### src/rtl/uart_apb_regfile_if.sv
// rtl/uart_apb_regfile_if.sv - APB bus bundle between the CPU bridge and the UART register file
// The master drives the request side; the slave returns read data and the response.
interface uart_apb_regfile_if;
  logic        pSel;
  logic        pEnable;
  logic        pWrite;
  logic [7:0]  pAddr;
  logic [31:0] pWdata;
  logic [31:0] pRdata;
  logic        pReady;
  logic        pSlvErr;

  modport master (
    output pSel, pEnable, pWrite, pAddr, pWdata,
    input  pRdata, pReady, pSlvErr
  );

  modport slave (
    input  pSel, pEnable, pWrite, pAddr, pWdata,
    output pRdata, pReady, pSlvErr
  );
endinterface

### src/rtl/uart_apb_regfile.sv
// rtl/uart_apb_regfile.sv - APB register file bridging the CPU to the UART TX/RX engines
// Holds TX/RX first-word-fall-through FIFOs, baud/frame config, sticky error flags and the IRQ.
module uart_apb_regfile #(
  parameter int TX_DEPTH = 16,
  parameter int RX_DEPTH = 16,
  parameter int DIV_W    = 16
) (
  input  logic              pClk,
  input  logic              pReset,
  uart_apb_regfile_if.slave apb,
  output logic [7:0]        tx_data,
  output logic              tx_valid,
  input  logic              tx_ready,
  input  logic [7:0]        rx_data,
  input  logic              rx_valid,
  input  logic              rx_fe,
  input  logic              rx_pe,
  output logic [DIV_W-1:0]  baud_div,
  output logic              tx_en,
  output logic              rx_en,
  output logic [4:0]        frame_cfg,
  output logic              irq
);
  localparam int TAW = $clog2(TX_DEPTH);
  localparam int RAW = $clog2(RX_DEPTH);
  localparam int TCW = TAW + 1;
  localparam int RCW = RAW + 1;

  localparam logic [5:0] A_TXDATA   = 6'd0;
  localparam logic [5:0] A_RXDATA   = 6'd1;
  localparam logic [5:0] A_BAUD     = 6'd2;
  localparam logic [5:0] A_CTRL     = 6'd3;
  localparam logic [5:0] A_STATUS   = 6'd4;
  localparam logic [5:0] A_INT_EN   = 6'd5;
  localparam logic [5:0] A_INT_STAT = 6'd6;
  localparam logic [5:0] A_THR      = 6'd7;

  logic [7:0]       tx_mem_q [TX_DEPTH];
  logic [7:0]       tx_mem_d [TX_DEPTH];
  logic [TAW-1:0]   tx_wptr_q, tx_wptr_d, tx_rptr_q, tx_rptr_d;
  logic [TCW-1:0]   tx_cnt_q, tx_cnt_d;
  logic [7:0]       rx_mem_q [RX_DEPTH];
  logic [7:0]       rx_mem_d [RX_DEPTH];
  logic [RAW-1:0]   rx_wptr_q, rx_wptr_d, rx_rptr_q, rx_rptr_d;
  logic [RCW-1:0]   rx_cnt_q, rx_cnt_d;
  logic [DIV_W-1:0] baud_q, baud_d;
  logic [6:0]       ctrl_q, ctrl_d;
  logic [6:0]       int_en_q, int_en_d;
  logic [6:0]       sticky_q, sticky_d;
  logic [7:0]       rx_thr_q, rx_thr_d, tx_thr_q, tx_thr_d;
  logic             irq_q, irq_d;

  logic        access, wr, rd, mapped;
  logic [5:0]  addr_w;
  logic        tx_full, tx_empty, rx_full, rx_empty;
  logic        tx_pop, tx_push_req, tx_ovf, tx_push, tx_flush;
  logic        rx_req, rx_pop, rx_ovf, rx_push, rx_flush;
  logic [6:0]  sticky_set, int_stat, int_stat_d;
  logic [7:0]  rx_head, rx_mask;
  logic [31:0] status, prdata;
  logic        pslverr;
  logic        unused_ok;

  assign access = apb.pSel & apb.pEnable;
  assign wr     = access & apb.pWrite;
  assign rd     = access & ~apb.pWrite;
  assign addr_w = apb.pAddr[7:2];
  assign mapped = (addr_w <= A_THR);

  assign tx_full  = (tx_cnt_q == TCW'(TX_DEPTH));
  assign tx_empty = (tx_cnt_q == '0);
  assign rx_full  = (rx_cnt_q == RCW'(RX_DEPTH));
  assign rx_empty = (rx_cnt_q == '0);

  // A push into a full FIFO still succeeds when the head leaves in the same cycle.
  assign tx_valid    = ~tx_empty & ctrl_q[0];
  assign tx_pop      = tx_valid & tx_ready;
  assign tx_push_req = wr & (addr_w == A_TXDATA);
  assign tx_ovf      = tx_push_req & tx_full & ~tx_pop;
  assign tx_push     = tx_push_req & ~tx_ovf;
  assign tx_flush    = wr & (addr_w == A_CTRL) & apb.pWdata[8];

  assign rx_req   = rx_valid & ctrl_q[1];
  assign rx_pop   = rd & (addr_w == A_RXDATA) & ~rx_empty;
  assign rx_ovf   = rx_req & rx_full & ~rx_pop;
  assign rx_push  = rx_req & ~rx_ovf;
  assign rx_flush = wr & (addr_w == A_CTRL) & apb.pWdata[9];

  assign rx_head = rx_mem_q[rx_rptr_q];
  assign rx_mask = 8'hFF >> (2'd3 - ctrl_q[3:2]);

  assign int_stat = {sticky_q[6:2],
                     8'(tx_cnt_q) <= tx_thr_q,
                     (rx_thr_q != 8'd0) && (8'(rx_cnt_q) >= rx_thr_q)};
  assign status   = {8'h0, 8'(rx_cnt_q), 8'(tx_cnt_q), 4'h0,
                     tx_full, tx_empty, rx_full, rx_empty};

  always_comb begin
    tx_mem_d  = tx_mem_q;
    tx_wptr_d = tx_wptr_q;
    tx_rptr_d = tx_rptr_q;
    tx_cnt_d  = tx_cnt_q;
    if (tx_flush) begin
      tx_wptr_d = '0;
      tx_rptr_d = '0;
      tx_cnt_d  = '0;
    end else begin
      if (tx_push) begin
        tx_mem_d[tx_wptr_q] = apb.pWdata[7:0];
        tx_wptr_d = tx_wptr_q + 1'b1;
      end
      if (tx_pop) tx_rptr_d = tx_rptr_q + 1'b1;
      tx_cnt_d = tx_cnt_q + TCW'(tx_push) - TCW'(tx_pop);
    end
  end

  always_comb begin
    rx_mem_d  = rx_mem_q;
    rx_wptr_d = rx_wptr_q;
    rx_rptr_d = rx_rptr_q;
    rx_cnt_d  = rx_cnt_q;
    if (rx_flush) begin
      rx_wptr_d = '0;
      rx_rptr_d = '0;
      rx_cnt_d  = '0;
    end else begin
      if (rx_push) begin
        rx_mem_d[rx_wptr_q] = rx_data;
        rx_wptr_d = rx_wptr_q + 1'b1;
      end
      if (rx_pop) rx_rptr_d = rx_rptr_q + 1'b1;
      rx_cnt_d = rx_cnt_q + RCW'(rx_push) - RCW'(rx_pop);
    end
  end

  always_comb begin
    baud_d   = baud_q;
    ctrl_d   = ctrl_q;
    int_en_d = int_en_q;
    rx_thr_d = rx_thr_q;
    tx_thr_d = tx_thr_q;
    sticky_d = sticky_q;
    if (wr) begin
      case (addr_w)
        A_BAUD:     baud_d   = apb.pWdata[DIV_W-1:0];
        A_CTRL:     ctrl_d   = apb.pWdata[6:0];
        A_INT_EN:   int_en_d = apb.pWdata[6:0];
        A_INT_STAT: sticky_d = sticky_q & ~apb.pWdata[6:0];
        A_THR: begin
          rx_thr_d = apb.pWdata[15:8];
          tx_thr_d = apb.pWdata[7:0];
        end
        default: ;
      endcase
    end
    // Events are ORed in after the W1C so a same-cycle set survives the clear.
    sticky_set    = '0;
    sticky_set[2] = tx_pop & ~tx_flush & (tx_cnt_d == '0);
    sticky_set[3] = rx_ovf;
    sticky_set[4] = rx_req & rx_fe;
    sticky_set[5] = rx_req & rx_pe;
    sticky_set[6] = tx_ovf;
    sticky_d      = (sticky_d | sticky_set) & 7'h7C;
    int_stat_d    = {sticky_d[6:2],
                     8'(tx_cnt_d) <= tx_thr_d,
                     (rx_thr_d != 8'd0) && (8'(rx_cnt_d) >= rx_thr_d)};
    irq_d         = |(int_stat_d & int_en_d);
  end

  always_comb begin
    prdata  = '0;
    pslverr = 1'b0;
    if (access) begin
      if (!mapped) begin
        pslverr = 1'b1;
      end else if (rd) begin
        case (addr_w)
          A_RXDATA: begin
            if (rx_empty) pslverr = 1'b1;
            else          prdata  = {24'h0, rx_head & rx_mask};
          end
          A_BAUD:     prdata = 32'(baud_q);
          A_CTRL:     prdata = {25'h0, ctrl_q};
          A_STATUS:   prdata = status;
          A_INT_EN:   prdata = {25'h0, int_en_q};
          A_INT_STAT: prdata = {25'h0, int_stat};
          A_THR:      prdata = {16'h0, rx_thr_q, tx_thr_q};
          default:    prdata = '0;
        endcase
      end else if (tx_ovf) begin
        pslverr = 1'b1;
      end
    end
  end

  always_ff @(posedge pClk or posedge pReset) begin
    if (pReset) begin
      for (int i = 0; i < TX_DEPTH; i++) tx_mem_q[i] <= '0;
      for (int i = 0; i < RX_DEPTH; i++) rx_mem_q[i] <= '0;
      tx_wptr_q <= '0;
      tx_rptr_q <= '0;
      tx_cnt_q  <= '0;
      rx_wptr_q <= '0;
      rx_rptr_q <= '0;
      rx_cnt_q  <= '0;
      baud_q    <= '0;
      ctrl_q    <= '0;
      int_en_q  <= '0;
      sticky_q  <= '0;
      rx_thr_q  <= '0;
      tx_thr_q  <= '0;
      irq_q     <= 1'b0;
    end else begin
      tx_mem_q  <= tx_mem_d;
      rx_mem_q  <= rx_mem_d;
      tx_wptr_q <= tx_wptr_d;
      tx_rptr_q <= tx_rptr_d;
      tx_cnt_q  <= tx_cnt_d;
      rx_wptr_q <= rx_wptr_d;
      rx_rptr_q <= rx_rptr_d;
      rx_cnt_q  <= rx_cnt_d;
      baud_q    <= baud_d;
      ctrl_q    <= ctrl_d;
      int_en_q  <= int_en_d;
      sticky_q  <= sticky_d;
      rx_thr_q  <= rx_thr_d;
      tx_thr_q  <= tx_thr_d;
      irq_q     <= irq_d;
    end
  end

  assign apb.pRdata  = prdata;
  assign apb.pSlvErr = pslverr;
  assign apb.pReady  = 1'b1;
  assign tx_data     = tx_mem_q[tx_rptr_q];
  assign baud_div    = baud_q;
  assign tx_en       = ctrl_q[0];
  assign rx_en       = ctrl_q[1];
  assign frame_cfg   = ctrl_q[6:2];
  assign irq         = irq_q;
  assign unused_ok   = ^{apb.pAddr[1:0], apb.pWdata};
endmodule

### src/flat_wrapper.sv
// flat-port wrapper written by rule: the top's interface ports become plain ports
module uart_apb_regfile_flat 
#(
  parameter int TX_DEPTH = 16,
  parameter int RX_DEPTH = 16,
  parameter int DIV_W    = 16
)
  (pClk, pReset, tx_data, tx_valid, tx_ready, rx_data, rx_valid, rx_fe, rx_pe, baud_div, tx_en, rx_en, frame_cfg, irq, apb_pSel, apb_pEnable, apb_pWrite, apb_pAddr, apb_pWdata, apb_pRdata, apb_pReady, apb_pSlvErr);
  uart_apb_regfile_if apb_i ();
  input  logic pClk;
  input  logic pReset;
  output logic [7:0] tx_data;
  output logic tx_valid;
  input  logic tx_ready;
  input  logic [7:0] rx_data;
  input  logic rx_valid;
  input  logic rx_fe;
  input  logic rx_pe;
  output logic [DIV_W-1:0] baud_div;
  output logic tx_en;
  output logic rx_en;
  output logic [4:0] frame_cfg;
  output logic irq;
  input wire logic [$bits(apb_i.pSel)-1:0] apb_pSel;
  input wire logic [$bits(apb_i.pEnable)-1:0] apb_pEnable;
  input wire logic [$bits(apb_i.pWrite)-1:0] apb_pWrite;
  input wire logic [$bits(apb_i.pAddr)-1:0] apb_pAddr;
  input wire logic [$bits(apb_i.pWdata)-1:0] apb_pWdata;
  output wire logic [$bits(apb_i.pRdata)-1:0] apb_pRdata;
  output wire logic [$bits(apb_i.pReady)-1:0] apb_pReady;
  output wire logic [$bits(apb_i.pSlvErr)-1:0] apb_pSlvErr;
  assign apb_i.pSel = apb_pSel;
  assign apb_i.pEnable = apb_pEnable;
  assign apb_i.pWrite = apb_pWrite;
  assign apb_i.pAddr = apb_pAddr;
  assign apb_i.pWdata = apb_pWdata;
  assign apb_pRdata = apb_i.pRdata;
  assign apb_pReady = apb_i.pReady;
  assign apb_pSlvErr = apb_i.pSlvErr;
  uart_apb_regfile #(.TX_DEPTH(TX_DEPTH), .RX_DEPTH(RX_DEPTH), .DIV_W(DIV_W)) u_core (.pClk(pClk), .pReset(pReset), .apb(apb_i), .tx_data(tx_data), .tx_valid(tx_valid), .tx_ready(tx_ready), .rx_data(rx_data), .rx_valid(rx_valid), .rx_fe(rx_fe), .rx_pe(rx_pe), .baud_div(baud_div), .tx_en(tx_en), .rx_en(rx_en), .frame_cfg(frame_cfg), .irq(irq));
endmodule
### config.mk
export PLATFORM = sky130hd
export DESIGN_NAME = uart_apb_regfile_flat
export DESIGN_NICKNAME = d
export VERILOG_FILES = /design/src/rtl/uart_apb_regfile_if.sv /design/src/rtl/uart_apb_regfile.sv /design/src/flat_wrapper.sv
export SDC_FILE = /design/constraint.sdc
export NUM_CORES = 1
export LEC_CHECK = 0
export ABC_AREA = 1
export CAP_MARGIN = 15
export CORE_MARGIN = 5
export CORE_UTILIZATION = 57
export CTS_CLUSTER_SIZE = 30
export DETAILED_ROUTE_END_ITERATION = 8
export GPL_TIMING_DRIVEN = 0
export PLACE_DENSITY = 0.75
export SETUP_SLACK_MARGIN = 0.15
export SLEW_MARGIN = 5
export SYNTH_ARGS = -nofsm -noshare
export SYNTH_HDL_FRONTEND = slang
export SYNTH_SLANG_ARGS = --single-unit
### constraint.sdc
create_clock -name pClk -period 12.7 [get_ports pClk]
set_clock_uncertainty 0.15 [all_clocks]
set_input_delay 1.905 -clock pClk [delete_from_list [all_inputs] [get_ports pClk]]
set_output_delay 1.905 -clock pClk [all_outputs]
set_load 0.01 [all_outputs]
# Yosys cells after proc, flatten, opt, wreduce, memory -nomap -nowiden

Cells that the tools add are included.

$add $sub $neg: 9
Order comparisons: 11
Equality and inequality tests: 9
Shift operators: 1
Multiplexer cells: 41
Bitwise operators: 40
Reductions and logical operators: 19

Operators by type and width:

| kind                | count |
|---|---|
| $bwmux 128          | 2 |
| $pmux 21 s7         | 1 |
| $mux 32             | 3 |
| $mux 8              | 11 |
| $bmux 8 s4          | 2 |
| $demux 8 s4         | 2 |
| $mux 4              | 8 |
| $mux 7              | 4 |
| $eq 6x3->1 const B  | 4 |
| $and 1x1->1         | 22 |
| $ge 5x5->1 const B  | 4 |
| $not 4->5           | 4 |
| $add 4x1->4 const B | 4 |
| $ge 5x8->1          | 2 |
| $le 5x8->1          | 2 |
| $reduce_bool 8->1   | 2 |
| $logic_not 5->1     | 3 |
| $and 7x7->7         | 2 |
| $eq 6x2->1 const B  | 2 |
| $add 5x1->5         | 2 |
| $eq 5x5->1 const B  | 2 |
| $lt 5x1->1 const B  | 2 |
| $mux 5              | 2 |
| $sub 5x1->5         | 2 |
| 14 further kinds    | 36 |

Register bits: 334
Input port bits: 57
Word-level logic and storage cells: 175

# Logic depth before layout (Yosys ltp)

Gate-level depths: netlist of the first run.

Depth after elaboration: 16
Gate-level depth with buffers: 24

# Worst setup path after synthesis of the first run

No wires, ideal clock.

Path type: input-to-output
Start: input apb_pAddr[7]
End: output apb_pRdata[0]
Arrival time: 3,088 ps
Setup slack: 7,557 ps
Stages on the path: 8
Path through: nor2_4 > nand2_1 > nor2_1 > clkbuf_1 > o311ai_0 > o21ai_0 > nor2_1 > nor2_1

Longest elaborated chain between the ends: 5
Elaborated cells on any way between the ends: 12
Those cells by class: 1 x order compare; 7 x eq/ne; 4 x mux

Ends and longest elaborated chain:

| what                               | line                    | text |
|---|---|---|
| start: declaration                 | flat_wrapper.sv:27      | `input wire logic [$bits(apb_i.pAddr)-1:0] apb_pAddr;` |
| $eq 6x3->1 (tied with other cells) | uart_apb_regfile.sv:177 | `case (addr_w)` |
| $pmux 21 s7                        | uart_apb_regfile.sv:177 |  |
| $mux 32                            | uart_apb_regfile.sv:176 | `end else if (rd) begin` |
| $mux 32 (*)                        | uart_apb_regfile.sv:174 | `if (!mapped) begin` |
| $mux 32 (*)                        | uart_apb_regfile.sv:173 | `if (access) begin` |
| end: declaration                   | flat_wrapper.sv:29      | `output wire logic [$bits(apb_i.pRdata)-1:0] apb_pRdata;` |

Mark *: on every way between the ends. The rest lies on a longest branch, timed or not.

# Worst setup path after layout of the first run

Ends and elaborated chain as after synthesis.

==> results.md, run 1 <==
* # diodes at 0
* Area grow syn2layout at 17.2%
* CP peak stage delay at around 0.57 ns
* Clock power frac at 0.352
* Post-synthesis cell area at 16500 um2
* Unrepaired setup endpoints after global routing: false
* Max Clk Rate at 146 MHz
* Synth Register Bits at ~330
* Via count at ~15000
* DRC Markers at 0
* Worst min path class: flop to flop
* Horiz. Die Dim at 180 um
* HP Start: u_core.rx_mem_q[121]
* Sw Ratio at 0.344
* Most common cell after layout, fill and taps aside: nand2_1
* CTS tree: yes
* Setup tns final at 0 ns
* Static Leak at 9.02 nW
* Worst slew margin at 0.374
* Drt pass-1 iters at 8
* Pin count of the biggest net entering global routing at 98
* PD cells at 168 nW/um2
* # H-tree levels at 2
* Clock sinks at roughly 330
* Slew @ Worst Pin at 0.935 ns
* Starting DRT DRC Count at 1940
* Vias in the first global route at 14999
* Overall Global Routing Usage at 0.313
* Initial antenna violation count at 0
* DP HPWL at 36900 um
* Die height at around 180 um
* Critical Path Start Type: input pin
* RR Endpoint: u_core.irq
* Hold endpoint: u_core.rx_mem_q[121]
* Period utilization at 0.538
* Critical Path AT at 4.78 ns
* FF-to-FF path depth at 23
* Setup Buffers After CTS at 0
* Final Hold Viols at 0
* Slew Limit Fails at 0
* Worst skew pair latency at 0.53 ns
* Comb power frac at 0.282
* I/O Buffers at 93
* Cell row count at 62
* Worst path required time at 10.64 ns
* Ratio of cells with drive above 1 in the final layout at 0.0674
* Worst Hold Depth at 2
* Post-CTS Hold Buffers at 0
* Min Tclk post-route at 6.83 ns
* CP max FO at 10
* Leading cell types in the layout, fill and taps excluded: 538 x nand2_1, 351 x o21ai_0, 334 x dfrtp_1
* Clk pin slew, worst setup/hold paths at about 0.050 ns
* Core footprint at 28700 um2
* Die ar. at approximately 32000 um2
* R2r setup slk at 8.07 ns
* Worst path cell trace: clkdlybuf4s50_1 > nor2_4 > nand2_1 > nor2_1 > clkbuf_1 > o311ai_0 > o21ai_0 > nor2_1 > nor2_1 > clkdlybuf4s50_1
* Root Driver: clkbuf_16
* RR Startpoint: u_core.tx_cnt_q[2]
* Final nets at 2269
* Worst VDD drop at 0.112 mV
* Sequential group share of total power at 0.366
* Max Cap Viol at 0
* Num CTS Buffers at 37
* Post-cts resize count at 0
* Clock tree buffer depth at 3
* RD Place Congestion at roughly 0.98
* Critical Path Sink Type: primary output
* Outcome: finished, final reports clean
* Cell Int Power at ~2.1 mW
* Post-synthesis sequential area ratio at 0.506
* Detailed-route wire length at 51900 um
* First-pass GRT wire length at a little over 80000 um
* Cell mode on critical path: nor2_1
* Cell Count, Final, Fillers Out at 2579
* GRT Residual Overflow at 0
* DP Cell Count at 2513
* Synth warn at 0
* Vias per cell at 5.93
* Fillers at 2434
* Antenna Nets Post-Route at 0
* CP Class: input pin to primary output
* Slowest-stage cell, CP: clkdlybuf4s50_1
* Post-synthesis cell count at 2023
* # IOs at 124
* Average routed wire per standard cell at a little over 20 um
* Switching pwr at ~1.1 mW
* Synth cell types at 46
* Initial Utilization at 0.576
* Setup-failing EPs final at 0
* Mean Syn Cell Area at 8.17 um2
[power by group through the flow]
stage	Clock, mW	Combinational, mW	Sequential (mW)
3_3_place_gp	0	0.865	1.21
3_5_place_dp	0	0.888	1.21
4_1_cts	1.15	0.902	1.19
2_1_floorplan	0	0.574	1.19
5_1_grt	1.19	1.02	1.20
6_report	1.15	0.920	1.19
[flip-flops by register name, indices dropped and copies added (netlist names)]
| signal | cells |
|---|---|
| u_core.rx_mem_q | 128 |
| u_core.tx_mem_q | 128 |
| u_core.baud_div | 16 |
| u_core.rx_thr_q | 8 |
| u_core.tx_thr_q | 8 |
| u_core.ctrl_q | 7 |
| u_core.int_en_q | 7 |
| u_core.rx_cnt_q | 5 |
| u_core.sticky_q | 5 |
| u_core.tx_cnt_q | 5 |
| u_core.rx_rptr_q | 4 |
| u_core.rx_wptr_q | 4 |
| u_core.tx_rptr_q | 4 |
| u_core.tx_wptr_q | 4 |
| u_core.irq | 1 |
[cell usage after synthesis, drive strengths merged]
cell type / n / share of area
dfrtp: 334 / 0.51
mux2: 1 / 0.00068
nor3: 9 / 0.0027
fa: 2 / 0.0024
a22o: 2 / 0.0011
xnor2: 1 / 0.00053
ha: 42 / 0.032
or2: 2 / 0.00076
clkinv: 5 / 0.0011
o31ai: 3 / 0.0014
o211ai: 27 / 0.012
clkbuf: 75 / 0.017
nand3: 67 / 0.021
nor4: 1 / 0.00038
a31oi: 6 / 0.0023
xor2: 4 / 0.0021
a21boi: 1 / 0.00045
a21oi: 55 / 0.017
conb: 2 / 0.00045
o2111ai: 1 / 0.00053
inv: 141 / 0.032
o41ai: 1 / 0.00053
o311ai: 1 / 0.00053
a22oi: 3 / 0.0014
o221ai: 15 / 0.0079
o21ai: 416 / 0.13
buf: 45 / 0.019
o22ai: 11 / 0.0042
nand4: 13 / 0.0049
a211oi: 2 / 0.00091
nand2: 548 / 0.13
nand3b: 2 / 0.00091
a221oi: 10 / 0.0053
nor2: 175 / 0.042
[worst max-delay path, delay by kind of cell]
kind / cells / cell delay [ns]
buffers and inverters: 3 / 1.46
AND/OR/NAND/NOR: 5 / 0.79
AO/OA/AOI/OAI: 2 / 0.61
[cell families (layout without fill, tap and decap cells)]
kind of cell	Yosys count	in the layout	share of synthesized area
XOR/XNOR	5	5	0.00265
adder cells (fa/ha/maj)	44	44	0.0342
other	2	12	0.000454
buffers and inverters	266	428	0.0692
AND/OR/NAND/NOR	817	817	0.201
flip-flops	334	334	0.506
AO/OA/AOI/OAI	554	554	0.186
multiplexers	1	1	0.000681
[worst max path at each step]
stage                            start  cells past startpoint  slack, ns                   to
after floorplan                 pReset                      1       1.39   u_core.baud_div[0]
after global placement          pReset                      2      -2.51  u_core.tx_mem_q[61]
after detailed placement  apb_pAddr[3]                     12       5.94        apb_pRdata[0]
after CTS                 apb_pAddr[3]                     12       5.94        apb_pRdata[0]
after global routing      apb_pAddr[3]                     11       5.67        apb_pRdata[0]
final                     apb_pAddr[7]                     10       5.87        apb_pRdata[0]
[cell type report]
type	instances	area [um2]	share of cell area
sequential	334	8360	0.432
multi-input combinational	1433	7060	0.365
clock buffer	55	1130	0.0586
timing repair buffer	96	1010	0.0523
buffer	120	596	0.0307
inverter	146	556	0.0287
tap	384	480	0.0248
clock inverter	11	169	0.00872
[per-layer routing]
layer	routed length, um	GRT usage	share of wire
met1	20600	0.413	0.40
met2	24400	0.513	0.47
met3	4240	0.0482	0.082
met4	2700	0.148	0.052
met5	0	0	0
[stage by stage]
step | utilization | setup WS (ns) | instance area, um2 | power, mW | hold WS [ns]
after floorplan | - | 1.39 | 16600 | 1.76 | 0.298
after global placement | 0.626 | -2.51 | 18000 | 2.07 | 0.308
after detailed placement | 0.629 | 5.94 | 18100 | 2.10 | 0.312
after CTS | 0.675 | 5.94 | 19400 | 3.24 | 0.327
after global routing | 0.675 | 5.67 | 19400 | 3.40 | 0.343
final | 0.675 | 5.87 | 19400 | 3.26 | 0.325
Power figures use the tool's default switching activity.
==> inputs of run 2 (changes only) <==
- CORE_UTILIZATION: 57 -> 53
- PLACE_DENSITY: 0.75 -> 0.73
- clock period: 12.7 -> 6.25 ns (I/O delays scaled with it)
==> run 2 against run 1 <==
Setup slack worse by 4.6 ns. Global-route usage is 2.6 points lower. First-iteration DRC count is 13% lower. Non-clock buffer count is 6 higher. Critical path type unchanged. Wire length is 0.20% lower. Critical path depth is 1 lower.
==> results.md, run 2 (synthesis results as in run 1) <==
* Vias in the first global route at 14736 (-1.8%)
* Core footprint at 30700 um2 (+6.9%)
* # IOs at 124 (unchanged)
* I/O Buffers at 93 (unchanged)
* First-pass GRT wire length at 81600 um (-0.57%)
* Max Clk Rate at 200 MHz
* HP Start: u_core.tx_mem_q[49]
* # H-tree levels at 2 (unchanged)
* Setup Buffers After CTS at 0 (unchanged)
* DP Cell Count at 2531 (+0.72%)
* Final Hold Viols at 0 (unchanged)
* Root Driver: clkbuf_16
* Area grow syn2layout at 18.0%
* Average routed wire per standard cell at 19.9 um (-0.93%)
* Die ar. at 34800 um2 (+7.1%)
* Initial Utilization at 0.539 (-0.0369)
* Worst min path class: flop to flop
* Initial antenna violation count at 0 (unchanged)
* Post-cts resize count at 0 (unchanged)
* Starting DRT DRC Count at 1689 (-13%)
* Antenna Nets Post-Route at 0 (unchanged)
* Vias per cell at 5.88 (-0.93%)
* Die height at 187 um (+3.5%)
* Cell Int Power at 4.39 mW (+110%)
* Setup-failing EPs final at 0 (unchanged)
* PD cells at 342 nW/um2 (+100%)
* Sequential group share of total power at 0.363 (-0.003)
* Via count at 15271 (-0.20%)
* CP max FO at 10 (unchanged)
* Clock sinks at 334 (unchanged)
* Static Leak at 9.06 nW (+0.44%)
* RR Startpoint: u_core.tx_cnt_q[3]
* Period utilization at 0.801
* Ratio of cells with drive above 1 in the final layout at 0.0690 (+0.00160)
* Slew @ Worst Pin at 1.04 ns (+0.106 ns)
* Comb power frac at 0.281 (about the same)
* Pin count of the biggest net entering global routing at 42 (-57%)
* GRT Residual Overflow at 0 (unchanged)
* Cell row count at 64 (+3.2%)
* Worst VDD drop at 0.237 mV (+110%)
* Clk pin slew, worst setup/hold paths at 0.05 ns (about the same)
* Critical Path AT at 3.92 ns (-0.86 ns)
* FF+latch area at 8360 um2 (unchanged)
* DP HPWL at 37400 um (+1.4%)
* Overall Global Routing Usage at 0.287 (-0.0256)
* Horiz. Die Dim at 187 um (+3.5%)
* Crit path launch: apb_pAddr[2]
* Num CTS Buffers at 37 (unchanged)
* Worst skew pair latency at 0.54 ns (about the same)
* Switching pwr at 2.29 mW (+100%)
* Multi-input gate area at 7060 um2 (unchanged)
* Critical Path Start Type: input pin
* Outcome: finished, final reports clean
* Final nets at 2275 (+0.26%)
* Worst path required time at 5.16 ns (-5.48 ns)
* Clock power frac at 0.356 (+0.004)
* Post-CTS Hold Buffers at 0 (unchanged)
* Fillers at 2699 (+11%)
* Detailed-route wire length at 51800 um (-0.20%)
* Most common cell after layout, fill and taps aside: nand2_1
* Core Util, Final at 0.636 (-0.0390)
* CTS tree: yes
* CP Class: input pin to primary output
* Leading cell types in the layout, fill and taps excluded: 538 x nand2_1, 351 x o21ai_0, 334 x dfrtp_1
* Cell Count, Final, Fillers Out at 2598 (+0.74%)
* Critical Path Sink Type: primary output
* # diodes at 0 (unchanged)
* Total power at 6.67 mW (+100%)
* Slew Limit Fails at 0 (unchanged)
* Min Tclk post-route at 5.00 ns
* Worst slew margin at 0.303 (-0.0713)
* RD Place Congestion at 0.935 (-4.7%)
* Sw Ratio at 0.342 (-0.00149)
* Unrepaired setup endpoints after global routing: false
* Drt pass-1 iters at 6 (-2)
* DRC Markers at 0 (unchanged)
* Clock tree buffer depth at 3 (unchanged)
* Max Cap Viol at 0 (unchanged)
## run 2: changes by cell type in the layout (fill, tap and decap cells not counted), sizes merged
cell      delta
inv          -1
clkinv       -1
bufinv       +2
clkbuf       -1
buf          +6
clkinvlp     +2
## run 2: cell type report
| cell class | count | share of cell area |
|---|---|---|
| tap | 396 | 0.0254 |
| clock inverter | 13 | 0.0121 |
| timing repair buffer | 102 | 0.0570 |
| sequential | 334 | 0.429 |
| clock buffer | 54 | 0.0560 |
| multi-input combinational | 1433 | 0.362 |
| inverter | 146 | 0.0283 |
| buffer | 120 | 0.0305 |
## run 2: per-stage QoR
stage / hold WS (ns) / setup slack, ns / setup TNS (ns) / instance area, um2
final: 0.329 / 1.25 / 0 / 19500
after global routing: 0.351 / 1.19 / 0 / 19500
after CTS: 0.327 / 1.33 / 0 / 19500
after detailed placement: 0.312 / 1.29 / 0 / 18200
after global placement: 0.310 / -1.60 / -522.88 / 18000
after floorplan: 0.298 / 0.700 / 0 / 16600
## run 2: routing by layer
| metal | vias to the layer above | wire length [um] | GRT usage |
|---|---|---|---|
| li1 | 7001 | - | - |
| met1 | 7306 | 21800 | 0.403 |
| met3 | 169 | 4340 | 0.0471 |
| met2 | 795 | 23400 | 0.451 |
| met4 | 0 | 2150 | 0.114 |
| met5 | - | 0 | 0 |
## run 2: path summary, 6_finish.rpt
check	cells after the start	to	slack, ns
setup / recovery	9	apb_pRdata[7]	1.25
min in group asynchronous	2	u_core.rx_cnt_q[0]	0.72
hold / removal	2	u_core.tx_mem_q[49]	0.33
max in group asynchronous	4	u_core.rx_mem_q[66]	4.28
hold reg to reg	2	u_core.tx_mem_q[49]	0.33
setup reg to reg	23	u_core.irq	1.84
## run 2: power groups by stage
stage / clock (mW) / sequential (mW) / combinational (mW)
finish: 2.38 / 2.42 / 1.87
global route: 2.49 / 2.44 / 2.07
global placement: 0 / 2.45 / 1.77
floorplan: 0 / 2.42 / 1.17
CTS: 2.39 / 2.42 / 1.84
detailed placement: 0 / 2.45 / 1.83
## run 2: critical path: stages
cell and delay, ns:
clkdlybuf4s50_1 0.57, nand2_1 0.14, nor2_1 0.34, nand2_1 0.36, inv_1 0.37, a22o_1 0.25, inv_1 0.05, a21oi_1 0.29
clkdlybuf4s50_1 0.61
==> inputs of run 3 (changes only) <==
- clock period: 6.25 -> 4.01 ns (I/O delays scaled with it)
==> run 3 against run 2 <==
Final cell count rose by 0.77%. Combinational power rose by 65%. Clock-buffer cell count did not move. Sequential cell count did not move. Setup slack got worse by 1.0 ns. Register-to-register slack got worse by 1.6 ns. Total power rose by 58%. Global-route usage rose by 0.21 points. Non-clock buffer count rose by 20. Sequential power rose by 56%. Sequential share of layout area fell by 0.90 points. Clock power rose by 55%. Critical endpoint is now apb_pRdata[0]. Largest cell class unchanged. Highest routed layer is now met5.
==> results.md, run 3 (synthesis results as in run 1) <==
* Clock sinks at 334 (unchanged)
* Area grow syn2layout at 20.5%
* Post-CTS Hold Buffers at 0 (unchanged)
* Min Tclk post-route at 3.81 ns
* Setup-failing EPs final at 0 (unchanged)
* CP Class: input pin to primary output
* Cell Count, Final, Fillers Out at 2618 (+0.77%)
* DRC Markers at 0 (unchanged)
* Pre-CTS setup slack at -0.612 ns (-1.90 ns)
* Cell row count at 64 (unchanged)
* Final nets at 2295 (+0.88%)
* Unrepaired setup endpoints after global routing: true
* Drt pass-1 iters at 5 (-1)
* Setup WS post-layout at 0.204 ns (-1.04 ns)
* Most common cell after layout, fill and taps aside: nand2_1
* Clock tree buffer depth at 3 (unchanged)
* Critical Path Start Type: input pin
* Starting DRT DRC Count at 1636 (-3.1%)
* Clk pin slew, worst setup/hold paths at 0.06 ns (about the same)
* Die height at 187 um (unchanged)
* Worst min path class: flop to flop
* Num CTS Buffers at 37 (unchanged)
* CTS tree: yes
* Static Leak at 9.38 nW (+3.5%)
* PD cells at 531 nW/um2 (+55%)
* Antenna Nets Post-Route at 0 (unchanged)
* # H-tree levels at 2 (unchanged)
* Period utilization at 0.949
* Outcome: finished, final reports clean
* # IOs at 124 (unchanged)
* Core footprint at 30700 um2 (unchanged)
* # diodes at 0 (unchanged)
* Critical Path AT at 3.05 ns (-0.87 ns)
* Worst skew pair latency at 0.54 ns (about the same)
* Fin Hold WS at 0.329 ns (-0.000213 ns)
* Worst slew margin at 0.200 (-0.103)
* Max Clk Rate at 263 MHz
* Detailed-route wire length at 52200 um (+0.88%)
* Core Util, Final at 0.650 (+0.0137)
* Pin count of the biggest net entering global routing at 42 (unchanged)
* Final Instance Area at 19900 um2 (+2.2%)
* Ratio of cells with drive above 1 in the final layout at 0.108 (+0.0394)
* Overall Global Routing Usage at 0.290 (+0.00212)
* Via count at 15365 (+0.62%)
* First-pass GRT wire length at 82100 um (+0.72%)
* Worst VDD drop at 0.368 mV (+55%)
* Vias in the first global route at 14808 (+0.49%)
* Placement Cell Area at 18200 um2 (unchanged)
* Critical Path Sink Type: primary output
* Root Driver: clkbuf_16
* I/O Buffers at 93 (unchanged)
* RD Place Congestion at 0.935 (unchanged)
* DP HPWL at 37400 um (unchanged)
* Average routed wire per standard cell at 19.9 um (+0.11%)
* Final Hold Viols at 0 (unchanged)
* Horiz. Die Dim at 187 um (unchanged)
* Initial antenna violation count at 1 (+1)
* CP max FO at 5 (-5)
* Leading cell types in the layout, fill and taps excluded: 536 x nand2_1, 348 x o21ai_0, 333 x dfrtp_1
* DP Cell Count at 2531 (unchanged)
* Initial Utilization at 0.539 (unchanged)
* Slew @ Worst Pin at 1.19 ns (+0.153 ns)
* GRT Residual Overflow at 0 (unchanged)
* Vias per cell at 5.87 (-0.15%)
* Die ar. at 34800 um2 (unchanged)
* Setup tns final at 0 ns (unchanged)
* Worst path required time at 3.26 ns (-1.90 ns)
* Slew Limit Fails at 0 (unchanged)
* Total power at 10.6 mW (+58%)
* Max Cap Viol at 0 (unchanged)
run 3: cell types whose count changed in the layout (fill, tap and decap cells not counted), moves of 8 or more:
| cell | change |
|---|---|
| clkbuf_4 | +10 |
| buf_4 | +24 |
| clkdlybuf4s50_1 | -8 |
| clkbuf_2 | +16 |
| clkbuf_1 | -35 |
run 3: path summary, 6_finish.rpt:
| check | start | end | slack [ns] | cells after the start |
|---|---|---|---|---|
| max | apb_pAddr[7] | apb_pRdata[0] | 0.20 | 11 |
| min in group asynchronous | pReset | u_core.rx_cnt_q[0] | 0.39 | 2 |
| min reg2reg | u_core.rx_mem_q[43] | u_core.rx_mem_q[43] | 0.33 | 2 |
| min | u_core.rx_mem_q[43] | u_core.rx_mem_q[43] | 0.33 | 2 |
| max in group asynchronous | pReset | u_core.rx_mem_q[82] | 2.38 | 4 |
| max reg2reg | u_core.tx_cnt_q[2] | u_core.irq | 0.22 | 23 |
run 3: area by class of cell:
type                    instances  area, um2
clock buffers                  54       1090
flip-flops and latches        334       8360
clock inverters                13        235
multi-input cells            1433       7210
fillers                      2632      10700
inverters                     146        566
well taps                     396        495
plain buffers                 120        683
repair buffers                122       1290
run 3: repair_timing:
action                                  4_1_cts  5_1_grt
gates resized for setup                      65       61
buffers inserted                              6       14
cloned                                        0        0
endpoints found under the setup margin       22       19
pin swaps                                     4       13
run 3: report_power, final:
| group | switching (mW) | leakage (nW) | total [mW] | internal [mW] |
|---|---|---|---|---|
| logic | 2.00 | 4.19 | 3.09 | 1.09 |
| registers | 0.190 | 4.54 | 3.78 | 3.59 |
| clock network | 1.42 | 0.643 | 3.70 | 2.28 |
| total | 3.62 | 9.38 | 10.6 | 6.96 |
run 3: worst max-delay path, cell delays in order:
cell             delay, ns
clkdlybuf4s50_1       0.46
nor2_4                0.17
buf_4                 0.13
nand2_1               0.11
nor2_1                0.18
buf_4                 0.18
o311ai_0              0.19
o21ai_1               0.25
nor2_1                0.07
nor2_1                0.13
clkdlybuf4s50_1       0.56
run 3: per-layer routing:
metal	track usage	wire, um	vias up
met2	0.457	24100	829
met1	0.404	21500	7326
met3	0.0486	4580	164
li1	-	-	7044
met5	0	7	-
met4	0.113	2110	2
